<file path="src/rtl/axil_cmd_master.sv">
// axil_cmd_master: single-outstanding AXI-Lite initiator that turns a command/response
// stream into one AXI-Lite read or write transaction per command.
module axil_cmd_master #(
    parameter int          ADDR_WIDTH = 9,
    parameter int          DATA_WIDTH = 32,
    parameter int          STRB_WIDTH = DATA_WIDTH / 8,
    parameter logic [2:0]  PROT       = 3'b000
) (
    input  logic                  clk,
    input  logic                  rstn,
    input  logic                  cmd_valid,
    output logic                  cmd_ready,
    input  logic                  cmd_write,
    input  logic [ADDR_WIDTH-1:0] cmd_addr,
    input  logic [DATA_WIDTH-1:0] cmd_wdata,
    input  logic [STRB_WIDTH-1:0] cmd_wstrb,
    output logic                  rsp_valid,
    input  logic                  rsp_ready,
    output logic                  rsp_write,
    output logic [DATA_WIDTH-1:0] rsp_rdata,
    output logic [1:0]            rsp_resp,
    output logic [ADDR_WIDTH-1:0] m_axil_awaddr,
    output logic [2:0]            m_axil_awprot,
    output logic                  m_axil_awvalid,
    input  logic                  m_axil_awready,
    output logic [DATA_WIDTH-1:0] m_axil_wdata,
    output logic [STRB_WIDTH-1:0] m_axil_wstrb,
    output logic                  m_axil_wvalid,
    input  logic                  m_axil_wready,
    input  logic [1:0]            m_axil_bresp,
    input  logic                  m_axil_bvalid,
    output logic                  m_axil_bready,
    output logic [ADDR_WIDTH-1:0] m_axil_araddr,
    output logic [2:0]            m_axil_arprot,
    output logic                  m_axil_arvalid,
    input  logic                  m_axil_arready,
    input  logic [DATA_WIDTH-1:0] m_axil_rdata,
    input  logic [1:0]            m_axil_rresp,
    input  logic                  m_axil_rvalid,
    output logic                  m_axil_rready
);
    typedef enum logic [2:0] {IDLE, WRITE, WRESP, READ, RDATA, RSP} state_t;
    state_t state, state_d;
    logic   accept;

    assign accept        = (state == IDLE) && cmd_valid && cmd_ready;
    assign m_axil_awprot = PROT;
    assign m_axil_arprot = PROT;

    // WRITE exits once each channel has either handshaken earlier or does so now
    always_comb begin
        state_d = state;
        case (state)
            IDLE:    if (accept) state_d = cmd_write ? WRITE : READ;
            WRITE:   if ((!m_axil_awvalid || m_axil_awready) && (!m_axil_wvalid || m_axil_wready)) state_d = WRESP;
            WRESP:   if (m_axil_bvalid) state_d = RSP;
            READ:    if (m_axil_arready) state_d = RDATA;
            RDATA:   if (m_axil_rvalid) state_d = RSP;
            RSP:     if (rsp_ready) state_d = IDLE;
            default: state_d = IDLE;
        endcase
    end

    always_ff @(posedge clk or negedge rstn) begin
        if (!rstn) begin
            state          <= IDLE;
            cmd_ready      <= 1'b0;
            m_axil_awvalid <= 1'b0;
            m_axil_wvalid  <= 1'b0;
            m_axil_arvalid <= 1'b0;
            m_axil_bready  <= 1'b0;
            m_axil_rready  <= 1'b0;
            rsp_valid      <= 1'b0;
            m_axil_awaddr  <= '0;
            m_axil_araddr  <= '0;
            m_axil_wdata   <= '0;
            m_axil_wstrb   <= '0;
            rsp_write      <= 1'b0;
            rsp_rdata      <= '0;
            rsp_resp       <= '0;
        end else begin
            state          <= state_d;
            cmd_ready      <= state_d == IDLE;
            m_axil_awvalid <= (accept && cmd_write) || (m_axil_awvalid && !m_axil_awready);
            m_axil_wvalid  <= (accept && cmd_write) || (m_axil_wvalid && !m_axil_wready);
            m_axil_arvalid <= (accept && !cmd_write) || (m_axil_arvalid && !m_axil_arready);
            m_axil_bready  <= state_d == WRESP;
            m_axil_rready  <= state_d == RDATA;
            rsp_valid      <= state_d == RSP;
            if (accept) begin
                m_axil_awaddr <= cmd_addr;
                m_axil_araddr <= cmd_addr;
                m_axil_wdata  <= cmd_wdata;
                m_axil_wstrb  <= cmd_wstrb;
            end
            if (state == WRESP && m_axil_bvalid) begin
                rsp_write <= 1'b1;
                rsp_rdata <= '0;
                rsp_resp  <= m_axil_bresp;
            end
            if (state == RDATA && m_axil_rvalid) begin
                rsp_write <= 1'b0;
                rsp_rdata <= m_axil_rdata;
                rsp_resp  <= m_axil_rresp;
            end
        end
    end
endmodule
</file>
<file path="config.mk">
export PLATFORM = sky130hd
export DESIGN_NAME = axil_cmd_master
export DESIGN_NICKNAME = d
export VERILOG_FILES = /design/src/rtl/axil_cmd_master.sv
export SDC_FILE = /design/constraint.sdc
export NUM_CORES = 1
export LEC_CHECK = 0
export ABC_AREA = 0
export CORE_MARGIN = 4
export CORE_UTILIZATION = 39
export DETAILED_ROUTE_END_ITERATION = 7
export HOLD_SLACK_MARGIN = 0.08
export PLACE_DENSITY_LB_ADDON = 0.25
export SLEW_MARGIN = 20
export SYNTH_ARGS = -nofsm -noshare
export SYNTH_HDL_FRONTEND = slang
export SYNTH_SLANG_ARGS = --single-unit
export TNS_END_PERCENT = 5
</file>
<file path="constraint.sdc">
create_clock -name clk -period 1.74 [get_ports clk]
set_input_delay 0.348 -clock clk [delete_from_list [all_inputs] [get_ports clk]]
set_output_delay 0.348 -clock clk [all_outputs]
set_load 0.01 [all_outputs]
</file>
==> flow_metrics.env <==
export IMPL_synth_enable_flop_cells=0
export IMPL_cp_max_fo=23
export IMPL_status="finished, final reports clean"
export IMPL_finalCritPeriodShare_pct=95.3
export IMPL_fp_dieW_um=104
export IMPL_synthCells=243
export IMPL_synth_area_sq_um=3570
export IMPL_layout_commonest_cell="clkdlybuf4s50_1"
export IMPL_utilization_pct=65.8
export IMPL_skew_ps=14.6
export IMPL_drc=0
export IMPL_clk_insertion_delay_late_ps=350
export IMPL_fmax_mhz=603
export IMPL_cts_tree="built"
export IMPL_final_cell_mix="185 x clkdlybuf4s50_1, 90 x dfrtp_1, 32 x a22o_1"
export IMPL_area_growth_pct=62.3
export IMPL_p_leak_nw=2.50
export IMPL_hold_viol_final=0
export IMPL_antenna_found_initial=0
export IMPL_highest_layer="met4"
export IMPL_wire_per_inst_um=17.8
export IMPL_overflow=0
export IMPL_start_util_pct=40.6
export IMPL_cts_max_path_buffers=2
export IMPL_finalCriticalPeriod_ps=1660
export IMPL_hold_class="in -> async"
export IMPL_place_congestion=0.804
export IMPL_drt_iter0_markers=71
export IMPL_met2_length_um=4870
export IMPL_ant_nets=0
export IMPL_routed_via_density=4.93
export IMPL_setup_viol=0
export IMPL_antennaDiodeCount=0
export IMPL_cts_htree_levels=3
export IMPL_grt_pass1_wl_um=15500
export IMPL_synth_async_sr_flop_share_pct=100
export IMPL_report_final_slew_viol_count=0
export IMPL_synth_largest_area_cell="dfrtp_1"
export IMPL_startpoint_type="register"
export IMPL_grt_pass1_vias=2893
export IMPL_post_cts_resized=0
export IMPL_portBuffers=186
export IMPL_ioPinCount=193
export IMPL_cts_sinks=90
export IMPL_nets=525
export IMPL_drive_above_1_share_pct=13.0
export IMPL_die_area_sq_um=10800
export IMPL_hpwl_um=7330
export IMPL_cap_violations=0
export IMPL_yosys_warnings=0
export IMPL_grt_usage_pct=18.0
export IMPL_nFillCells=682
export IMPL_rows=34
export IMPL_wl_met3_um=639
export IMPL_cp_slowest_cell="dfrtp_1"
export IMPL_ir_worst_vdd_uv=796
export IMPL_root_buffer="clkbuf_8"
export IMPL_crit_required_ps=1960
export IMPL_clkTransAtPathRegs_ps=100
export IMPL_grt_setup_unrepaired="true"
export IMPL_arrival_ps=1880
export IMPL_slowest_delay_ps=440
export IMPL_cp_end_kind="register"
export IMPL_core_area_sq_um=8810
export IMPL_die_height_um=104
export IMPL_cts_buffers=9
export IMPL_synth_cell_types=30
export IMPL_ys_seq_area_share_pct=63.1
export IMPL_drt_wl_total_um=9710
export IMPL_grt_max_degree=47
export IMPL_crit_chain="nor2_1 -> and4b_2 -> clkbuf_16 -> mux2_2"
export IMPL_synthTopCellsByArea="dfrtp_1 63%, mux2_1 8.8%, a22o_1 7.8%, mux2_2 5.4%, buf_4 3.8%"
export IMPL_synthFlopType="dfrtp_1"
export IMPL_num_vias=2697
export IMPL_post_cts_buffers=0
export IMPL_detail_route_first_pass_iterations=4
export IMPL_cellPowerDensity_nw_per_um2=1670
export IMPL_hold_ws_ps=414
export IMPL_synth_seq_cells=90
export IMPL_wl_met1_um=3910
export IMPL_synth_top_area_share_pct=63.1
export IMPL_syn_avg_cell_area_sq_um=14.7
export IMPL_timing_worst_setup_path_type="reg -> reg"
==> metrics by stage <==
stage / TNS (ps) / instance area, sq um / worst slack [ps] / total power [mW] / instances
after floorplan: 0 / 3590 / 146 / 5.70 / 248
after global placement: -5470 / 5580 / -88.2 / 8.35 / 529
after detailed placement: -8810 / 5580 / -142 / 8.47 / 529
after CTS: 0 / 5770 / 81.5 / 9.79 / 546
after global routing: 0 / 5800 / 1.53 / 10.3 / 547
final: 0 / 5800 / 82.0 / 9.70 / 547
==> flip-flops by register name, summed over array words and instances, names as in the netlist <==
name	count
m_axil_rready	1
rsp_resp	2
rsp_rdata	32
state	3
m_axil_araddr	9
m_axil_wdata	32
rsp_write	1
rsp_valid	1
m_axil_bready	1
cmd_ready	1
m_axil_wvalid	1
m_axil_wstrb	4
m_axil_awvalid	1
m_axil_arvalid	1
==> final timing paths <==
path                                 start               end  slack, ps  cells after the start
setup / recovery                  state[1]  m_axil_wdata[18]         80                      4
hold / removal                        rstn   m_axil_wdata[8]        410                      2
setup reg to reg                  state[1]  m_axil_wdata[18]         80                      4
hold reg to reg            m_axil_wstrb[1]   m_axil_wstrb[1]        490                      1
max in group asynchronous             rstn   m_axil_wdata[4]        820                      3
min in group clk           m_axil_wstrb[1]   m_axil_wstrb[1]        490                      1
==> cells in the mapped netlist, drive strengths merged (2+ instances only) <==
master and n:
dfrtp 90, mux2 45, a22o 32, buf 30, o21ai 7, inv 6, nand2 6, nor3b 4
a21oi 3, mux2i 3, a31oi 2, nand3b 2, nor2b 2
==> worst max-delay path, delay by kind of cell, from the launching register on <==
family | cells | cell delay [ps]
DFF | 1 | 440
muxes | 1 | 350
and+or+nand+nor | 2 | 520
buffers and inverters | 1 | 240
==> layer usage <==
layer / GRT usage [%] / vias to the layer above
met1: 21.6 / 1333
li1: - / 1231
met5: 0 / -
met4: 7.69 / 0
met2: 30.3 / 113
met3: 5.22 / 20
==> power breakdown <==
part	internal, mW	switching, mW	total (mW)
combinational	2.98	1.85	4.83
sequential	3.06	0.518	3.58
clock	0.562	0.726	1.29
==> area by class of cell <==
class | count | area, sq um | share of cell area [%]
clock buffer | 10 | 138 | 2.37
clock inverter | 6 | 41.3 | 0.712
inverter | 6 | 22.5 | 0.389
multi-input combinational | 122 | 1110 | 19.2
sequential | 90 | 2250 | 38.9
tap | 108 | 135 | 2.33
timing repair buffer | 205 | 2100 | 36.2
==> timing repair <==
action,4_1_cts,5_1_grt
hold endpoints to repair,16,0
endpoints found under the setup margin,0,6
hold buffers,1,0
==> kinds of logic (layout without fill, tap and decap cells) <==
| group | count (synthesis) | in the layout | share of synthesized area [%] |
|---|---|---|---|
| flops | 90 | 90 | 63.1 |
| mux | 48 | 48 | 15.0 |
| compound gates | 47 | 47 | 11.1 |
| buf+inv | 36 | 227 | 6.80 |
| simple gates | 21 | 21 | 3.85 |
| other cells | 1 | 6 | 0.105 |
(Power assumes the default switching activity.)
